$ cat src/rtl/except_commit_arbiter.sv
// Commit-stage exception arbiter: late-checks each lane, picks the oldest excepting lane, raises a trap request.
// Latency: commit_valid/commit_mask/trap_valid registered one cycle after group acceptance; flush one cycle after trap accept.
// Backpressure: in_ready is low while a trap is pending or flushing; trap_valid is held with a stable payload until trap_ready.
module except_commit_arbiter #(
   parameter int LANES = 2,
   parameter int XLEN  = 64,
   parameter int CNT_W = 16
) (
   input  logic                  clk,
   input  logic                  rstn,
   input  logic                  in_valid,
   output logic                  in_ready,
   input  logic [LANES-1:0]      lane_valid,
   input  logic [LANES*XLEN-1:0] lane_pc,
   input  logic [LANES*32-1:0]   lane_inst,
   input  logic [LANES-1:0]      lane_exc,
   input  logic [LANES*XLEN-1:0] lane_ecause,
   input  logic [LANES*XLEN-1:0] lane_etval,
   input  logic [1:0]            priv,
   output logic                  commit_valid,
   output logic [LANES-1:0]      commit_mask,
   output logic                  trap_valid,
   input  logic                  trap_ready,
   output logic [XLEN-1:0]       trap_epc,
   output logic [XLEN-1:0]       trap_ecause,
   output logic [XLEN-1:0]       trap_etval,
   output logic                  flush,
   output logic [CNT_W-1:0]      trap_count
);

   typedef enum logic [1:0] {
      ST_IDLE  = 2'd0,
      ST_TRAP  = 2'd1,
      ST_FLUSH = 2'd2
   } state_t;

   localparam logic [31:0] INST_ECALL  = 32'h0000_0073;
   localparam logic [31:0] INST_EBREAK = 32'h0010_0073;

   state_t            state_q, state_d;
   logic              commit_valid_q, commit_valid_d;
   logic [LANES-1:0]  commit_mask_q, commit_mask_d;
   logic              trap_valid_q, trap_valid_d;
   logic              flush_q, flush_d;
   logic [CNT_W-1:0]  trap_count_q, trap_count_d;
   logic [XLEN-1:0]   trap_epc_q, trap_epc_d;
   logic [XLEN-1:0]   trap_ecause_q, trap_ecause_d;
   logic [XLEN-1:0]   trap_etval_q, trap_etval_d;

   // per-lane scratch for the arbitration loop
   logic [XLEN-1:0]   cur_pc;
   logic [31:0]       cur_inst;
   logic              cur_hit;
   logic [XLEN-1:0]   cur_cause;
   logic [XLEN-1:0]   cur_tval;

   // arbitration result for the group currently on the inputs
   logic              any_exc;
   logic [LANES-1:0]  grp_mask;
   logic [XLEN-1:0]   win_pc;
   logic [XLEN-1:0]   win_cause;
   logic [XLEN-1:0]   win_tval;

   // Ready depends on state only so the producer never sees a loop through in_valid.
   assign in_ready = (state_q == ST_IDLE);

   // Late exception check per lane and oldest-lane winner selection; lanes from the winner upward never retire.
   always_comb begin
      any_exc   = 1'b0;
      grp_mask  = '0;
      win_pc    = '0;
      win_cause = '0;
      win_tval  = '0;
      cur_pc    = '0;
      cur_inst  = '0;
      cur_hit   = 1'b0;
      cur_cause = '0;
      cur_tval  = '0;
      for (int i = 0; i < LANES; i++) begin
         cur_pc    = lane_pc[i*XLEN +: XLEN];
         cur_inst  = lane_inst[i*32 +: 32];
         cur_hit   = 1'b1;
         cur_cause = '0;
         cur_tval  = '0;
         if (lane_exc[i]) begin
            // upstream exception is authoritative and passes through untouched
            cur_cause = lane_ecause[i*XLEN +: XLEN];
            cur_tval  = lane_etval[i*XLEN +: XLEN];
         end else if (cur_pc[1:0] != 2'b00) begin
            cur_cause = XLEN'(0);
            cur_tval  = cur_pc;
         end else if ((cur_inst == 32'h0) || (cur_inst[1:0] != 2'b11)) begin
            cur_cause = XLEN'(2);
            cur_tval  = XLEN'(cur_inst);
         end else if (cur_inst == INST_ECALL) begin
            cur_cause = XLEN'(8) + XLEN'(priv);
         end else if (cur_inst == INST_EBREAK) begin
            cur_cause = XLEN'(3);
            cur_tval  = cur_pc;
         end else begin
            cur_hit = 1'b0;
         end
         cur_hit = cur_hit & lane_valid[i];
         if (!any_exc && cur_hit) begin
            any_exc   = 1'b1;
            win_pc    = cur_pc;
            win_cause = cur_cause;
            win_tval  = cur_tval;
         end
         grp_mask[i] = lane_valid[i] & ~any_exc;
      end
   end

   // Next-state and registered-output computation for IDLE -> TRAP -> FLUSH.
   always_comb begin
      state_d        = state_q;
      commit_valid_d = 1'b0;
      commit_mask_d  = '0;
      trap_valid_d   = trap_valid_q;
      flush_d        = 1'b0;
      trap_count_d   = trap_count_q;
      trap_epc_d     = trap_epc_q;
      trap_ecause_d  = trap_ecause_q;
      trap_etval_d   = trap_etval_q;
      unique case (state_q)
         ST_IDLE: begin
            if (in_valid) begin
               commit_valid_d = 1'b1;
               commit_mask_d  = grp_mask;
               if (any_exc) begin
                  trap_valid_d  = 1'b1;
                  trap_epc_d    = win_pc;
                  trap_ecause_d = win_cause;
                  trap_etval_d  = win_tval;
                  state_d       = ST_TRAP;
               end
            end
         end
         ST_TRAP: begin
            if (trap_ready) begin
               trap_valid_d = 1'b0;
               flush_d      = 1'b1;
               state_d      = ST_FLUSH;
               if (trap_count_q != {CNT_W{1'b1}}) begin
                  trap_count_d = trap_count_q + CNT_W'(1);
               end
            end
         end
         ST_FLUSH: begin
            trap_valid_d = 1'b0;
            state_d      = ST_IDLE;
         end
         default: begin
            trap_valid_d = 1'b0;
            state_d      = ST_IDLE;
         end
      endcase
   end

   // State and output registers; async reset drops everything to idle immediately.
   always_ff @(posedge clk or negedge rstn) begin
      if (!rstn) begin
         state_q        <= ST_IDLE;
         commit_valid_q <= 1'b0;
         commit_mask_q  <= '0;
         trap_valid_q   <= 1'b0;
         flush_q        <= 1'b0;
         trap_count_q   <= '0;
         trap_epc_q     <= '0;
         trap_ecause_q  <= '0;
         trap_etval_q   <= '0;
      end else begin
         state_q        <= state_d;
         commit_valid_q <= commit_valid_d;
         commit_mask_q  <= commit_mask_d;
         trap_valid_q   <= trap_valid_d;
         flush_q        <= flush_d;
         trap_count_q   <= trap_count_d;
         trap_epc_q     <= trap_epc_d;
         trap_ecause_q  <= trap_ecause_d;
         trap_etval_q   <= trap_etval_d;
      end
   end

   assign commit_valid = commit_valid_q;
   assign commit_mask  = commit_mask_q;
   assign trap_valid   = trap_valid_q;
   assign flush        = flush_q;
   assign trap_count   = trap_count_q;
   assign trap_epc     = trap_epc_q;
   assign trap_ecause  = trap_ecause_q;
   assign trap_etval   = trap_etval_q;

endmodule

$ cat config.mk
export PLATFORM = sky130hd
export DESIGN_NAME = except_commit_arbiter
export DESIGN_NICKNAME = d
export VERILOG_FILES = /design/src/rtl/except_commit_arbiter.sv
export SDC_FILE = /design/constraint.sdc
export NUM_CORES = 1
export LEC_CHECK = 0
export ABC_CLOCK_PERIOD_IN_PS = 5640
export CORE_AREA = 2 2 262 264
export CTS_CLUSTER_DIAMETER = 120
export CTS_CLUSTER_SIZE = 12
export DETAILED_ROUTE_END_ITERATION = 16
export DIE_AREA = 0 0 264 266
export PLACE_DENSITY = 0.53
export RECOVER_POWER = 100
export SYNTH_ARGS = -nofsm -noshare
export SYNTH_HDL_FRONTEND = slang
export SYNTH_SLANG_ARGS = --single-unit
$ cat constraint.sdc
create_clock -name clk -period 5.64 [get_ports clk]
set_input_delay 1.128 -clock clk [delete_from_list [all_inputs] [get_ports clk]]
set_output_delay 1.128 -clock clk [all_outputs]
set_load 0.02 [all_outputs]
=== After elaboration in Yosys (flattened, before gate mapping) ===
Index checks and enable logic that the tools add are counted.

* Register bits: 215
* Input bits: 458
* Output and inout bits: 214
* Logic and storage cells: 92

* Add/sub/neg operators: 2
* Equality and inequality tests: 11
* Muxes and demuxes: 52
* Bitwise logic cells: 6
* Reductions and logical operators: 12

{| class="wikitable"
|+ Operators by type and width
! kind !! number
|-
| two-way mux 64 bit || 18
|-
| == test 32 x 21 -> 1 bit (second input constant) || 2
|-
| == test 32 x 7 -> 1 bit (second input constant) || 2
|-
| zero test 32 bit || 2
|-
| two-way mux 5 bit || 6
|-
| two-way mux 1 bit || 19
|-
| adder 16 x 1 -> 16 bit (second input constant) || 1
|-
| != test 16 bit (second input constant) || 1
|-
| two-way mux 2 bit || 7
|-
| AND reduction 3 bit || 3
|-
| != test 2 bit (second input constant) || 4
|-
| adder 4 x 2 -> 5 bit (first input constant) || 1
|-
| bitwise AND 1 bit || 4
|-
| one-hot mux 2 bit (2 select lines) || 1
|-
| nonzero test 2 bit || 2
|-
| == test 2 x 1 -> 1 bit (second input constant) || 1
|-
| zero test 2 bit || 1
|-
| logical OR 1 bit || 2
|-
| != test 2 x 1 -> 1 bit (second input constant) || 1
|-
| inverter 1 bit || 2
|-
| one-hot mux 1 bit (2 select lines) || 1
|-
| logical AND 1 bit || 1
|-
| zero test 1 bit || 1
|}

=== Logic depth before layout (Yosys ltp) ===
* Word-level depth: 15
* Gate-level depth with buffers: 8
* Depth with buffers taken out: 6

=== Least setup slack after synthesis ===
Ideal clock, no wire load.

* Path type: in2reg
* Start point: input lane_inst[25]
* End point: register trap_ecause_q[10], in the netlist trap_ecause[10]
* Library setup time: 0.125 ns
* Arrival: 2.833 ns
* Data required time: 5.515 ns
* Slack: 2.682 ns
* Stages: 8
* Buffers on the path: 2
* Cell sequence: nor4_1 -> and4_1 -> a21o_1 -> nand2_2 -> a21oi_2 -> buf_6 -> buf_4 -> mux2_2

* Word-level cells in the longest chain between the ends: 12
* Elaborated cells between the ends (all ways): 17
* Those cells by class: eq/ne: 2; mux: 9; bitwise: 1; reduce/logical: 5

{| class="wikitable"
|+ Ends and longest elaborated chain
! element !! RTL line !! RTL
|-
| from (decl) || 15 || <nowiki>input logic [LANES*32-1:0] lane_inst,</nowiki>
|-
| == test 32 x 21 -> 1 bit || 97 || <nowiki>end else if (cur_inst == INST_EBREAK) begin</nowiki>
|-
| two-way mux 1 bit || 97 ||
|-
| two-way mux 1 bit || 95 || <nowiki>end else if (cur_inst == INST_ECALL) begin</nowiki>
|-
| two-way mux 1 bit (*) || 92 || <nowiki>end else if ((cur_inst == 32'h0) || (cur_inst[1:0] != 2'b11)) begin</nowiki>
|-
| two-way mux 1 bit (*) || 89 || <nowiki>end else if (cur_pc[1:0] != 2'b00) begin</nowiki>
|-
| two-way mux 1 bit (*) || 85 || <nowiki>if (lane_exc[i]) begin</nowiki>
|-
| bitwise AND 1 bit (*) || 103 || <nowiki>cur_hit = cur_hit & lane_valid[i];</nowiki>
|-
| two-way mux 1 bit || 104 || <nowiki>if (!any_exc && cur_hit) begin</nowiki>
|-
| zero test 1 bit || 104 ||
|-
| logical AND 1 bit || 104 ||
|-
| two-way mux 1 bit || 104 ||
|-
| AND reduction 3 bit (no source line) || -- ||
|-
| to (signal assigned) || 180 || <nowiki>trap_ecause_q <= trap_ecause_d;</nowiki>
|-
| to (decl) || 47 || <nowiki>logic [XLEN-1:0] trap_ecause_q, trap_ecause_d;</nowiki>
|}

Every way passes the cells marked *; elsewhere a longest branch is shown, timed or not.
A chain may end at the register's enable or synchronous reset.

=== Worst setup path after layout ===
* Start point: input lane_inst[45]
* End point: register trap_etval_q[57], in the netlist trap_etval[57]

* Word-level cells in the longest chain between the ends: 10
* Elaborated cells between the ends (all ways): 19
* Those cells by class: eq/ne: 2; mux: 12; bitwise: 1; reduce/logical: 4

{| class="wikitable"
|+ Ends and longest elaborated chain
! element !! RTL line !! RTL
|-
| == test 32 x 21 -> 1 bit || 97 ||
|-
| two-way mux 1 bit || 97 ||
|-
| two-way mux 1 bit || 95 ||
|-
| two-way mux 1 bit || 92 ||
|-
| two-way mux 1 bit || 89 ||
|-
| two-way mux 1 bit || 85 ||
|-
| bitwise AND 1 bit || 103 ||
|-
| logical AND 1 bit || 104 ||
|-
| two-way mux 1 bit || 104 ||
|-
| AND reduction 3 bit (no source line) || -- ||
|-
| to (signal assigned) || 181 || <nowiki>trap_etval_q <= trap_etval_d;</nowiki>
|-
| to (decl) || 48 || <nowiki>logic [XLEN-1:0] trap_etval_q, trap_etval_d;</nowiki>
|}

Several ways; a longest one is shown, not always the timed one.

==> results_dict.tcl <==
set metrics [dict create \
    totalWireLength_um 67920 \
    ant_nets 0 \
    clk_latency_ps 550 \
    first_pass_iters 5 \
    grt-ovfl-total 0 \
    core_area_um2 67750 \
    rr_endpoint "trap_valid" \
    post_cts_buffers 0 \
    setup.worst_path.start "lane_inst[45]" \
    drive_above_1_share 0.08073 \
    grt_pass1_wl_um 98080 \
    die_height_um 266 \
    via_per_inst 4.955 \
    clock-sinks 214 \
    clockBufferDepth 3 \
    via_count 13280 \
    start_kind "primary input" \
    first_global_vias 13870 \
    fillers 7009 \
    tritoncts "built" \
    fp.dieArea_um2 70220 \
    hpwlAfterDp_um 50230 \
    synth_top_area_cell "dfrtp_1" \
    r2r_setup_slack_ps 1960 \
    antenna_found_initial 3 \
    holdBufCountCts 0 \
    p_int_mw 4.040 \
    synth.top_cell.area_share 0.4252 \
    placed_cell_area_um2 20140 \
    clkPwrFrac 0.205 \
    fin_skew_ps 19.07 \
    htreeDepth 1 \
    yosys_warnings 0 \
    worst_pin_slew_ps 2599 \
    cp_max_fo 104 \
    std_cell_rows 96 \
    rr_worst_depth 5 \
    min_path_cells 1 \
    status "finished, violations left" \
    io_pins 672 \
    clockRootBuffer "clkbuf_16" \
    fin_setup_tns_ps 0 \
    maxCapViolCount 2 \
    cp.required_ps 6050 \
    nets 2255 \
    grt_use_total 0.1838 \
    p_switching_mw 2.477 \
    path_class "in2reg" \
    fp.dieW_um 264 \
    grt_max_degree 132 \
    gp_congestion 0.9368 \
    p_leak_nw 8.302 \
    finalSetupViolCount 0 \
    ys_seq_area_frac 0.4252 \
    timing.rr.start "trap_valid" \
    synth-seq-cells 214 \
    postSynthCellCount 1193 \
    maxSlewHeadroom -0.7324 \
    synthArstFlopShare 1.000 \
    postSynthAreaPerCell_um2 10.56 \
    multi_input_area_um2 6528 \
    endpoint "trap_etval[57]" \
    syn_area_um2 12590 \
    hold_violations 0 \
    min_period_over_period 0.8370 \
    power_density_nw_per_um2 317.2 \
    crit_arrival_ps 5130 \
    synth-edff-count 0 \
    finalMaxSlewViolations 65 \
    p_total_mw 6.517 \
    synth_flop_cell "dfrtp_1" \
    rsz0062_at_grt "false" \
    route.detailed.drc 0 \
    whs_ps 478.6 \
    finalInstanceArea_um2 20540 \
    peakVddDrop_mv 0.1941 \
    io_buffers 671 \
    synth_fp_nets 1652 \
    ys_types 66 \
    comb_power_share 0.447 \
    cts_buffers 21 \
    period_minus_slack_ps 4721 \
    syn_to_final_growth_pct 63.14 \
    violations "capacitance limit, slew limit" \
    synth_most_common_cell "dfrtp_1" \
    fmax_mhz 211.8 \
    start_util 0.1859 \
    drt-initial-drc-count 998 \
    wl_per_cell_um 25.34 \
    synth_area_leaders "dfrtp_1, mux2i_1, mux2_1" \
    synth_common_cells "dfrtp_1, o22ai_1, nor2_1, clkbuf_1, o21ai_0" \
    switching_share 0.3801 \
    hp-class "reg2reg" \
    cp-end-kind "flop" \
    regArea_um2 5355 \
    cts.clk_slew.worst_paths_ps 60 \
    cts_resized 0 \
    seqPwrFrac 0.348 \
]
## per-layer routing
metal	share of wire	routed length (µm)	global-route usage	up-vias
met5	0.00019	13	0	-
met1	0.41	27890	0.2267	6678
li1	-	-	-	5856
met4	0.030	2009	0.05252	2
met2	0.49	32980	0.3176	655
met3	0.074	5024	0.04455	89
## cell usage in the layout (no fill, tap or decap), types with 5 or more instances in the layout
cell type / netlist / routed
xnor2_1: 8 / 8
o22ai_1: 91 / 91
nor2_1: 71 / 70
inv_1: 5 / 5
nand3_1: 9 / 9
o32ai_1: 61 / 61
nand4_1: 12 / 12
mux2i_1: 65 / 65
clkbuf_16: 0 / 21
mux2_2: 45 / 45
buf_4: 11 / 23
nand2_1: 51 / 51
xor2_1: 6 / 6
o21ai_0: 66 / 66
buf_12: 0 / 5
dfrtp_1: 214 / 214
a22oi_1: 30 / 30
a22o_1: 61 / 61
dlygate4sd3_1: 0 / 216
clkdlybuf4s50_1: 0 / 451
a2bb2oi_1: 63 / 63
mux2_1: 51 / 81
nor4_1: 41 / 41
nor3_1: 4 / 5
or2_2: 30 / 30
## state kept, by name (all words and copies together) (netlist names)
| signal | count |
|---|---|
| trap_epc | 64 |
| trap_count | 16 |
| trap_ecause | 64 |
| state_q | 1 |
| trap_valid | 1 |
| flush | 1 |
| commit_valid | 1 |
| commit_mask | 2 |
| trap_etval | 64 |
## area by class of cell
type	instances	area share
Sequential cell	214	0.2607
Multi-Input combinational cell	850	0.3177
Clock buffer	22	0.02625
Tap cell	882	0.05372
Clock inverter	1	0.0004263
Antenna cell	2	0.0002436
Inverter	9	0.001705
Timing Repair Buffer	700	0.3393
## worst min-delay path by stage
stage | endpoint | slack (ps) | startpoint
CTS | commit_mask[0] | 450 | rstn
global route | trap_etval[47] | 500 | trap_etval[47]
finish | trap_etval[46] | 480 | trap_etval[46]
global placement | trap_etval[52] | 470 | trap_etval[52]
detailed placement | trap_etval[46] | 470 | trap_etval[46]
floorplan | state_q[1] | 520 | state_q[1]
## through the flow
stage	setup slack [ps]	utilization	instances
floorplan	2682	-	1193
global placement	1214	0.2972	2655
detailed placement	1195	0.2972	2655
CTS	1750	0.3053	2678
global route	818.2	0.3032	2678
finish	919.3	0.3033	2680
## power groups by stage
stage          combinational (mW)  clock, mW  sequential [mW]
3_3_place_gp                 3.14          0             2.31
6_report                     2.91       1.34             2.27
5_1_grt                      3.07       1.44             2.33
2_1_floorplan               0.843          0             2.83
4_1_cts                      3.17       1.38             2.29
3_5_place_dp                 3.15          0             2.30
## cells by family after synthesis
kind of cell,after synthesis,synth area share
AO/OA/AOI/OAI,406,0.2405
XOR/XNOR,14,0.009737
adder cells (fa/ha/maj),1,0.0009934
buffers and inverters,129,0.05316
flip-flops,214,0.4252
multiplexers,191,0.1733
AND/OR/NAND/NOR,238,0.09707
## worst max-delay path: stages
cell             delay, ps
clkdlybuf4s50_1        470
nor4_1                 420
nand4_1                290
nor3_1                1170
o21ai_2                270
a21oi_4                300
buf_12                 390
mux2_2                 410
(Power assumes the default switching activity.)
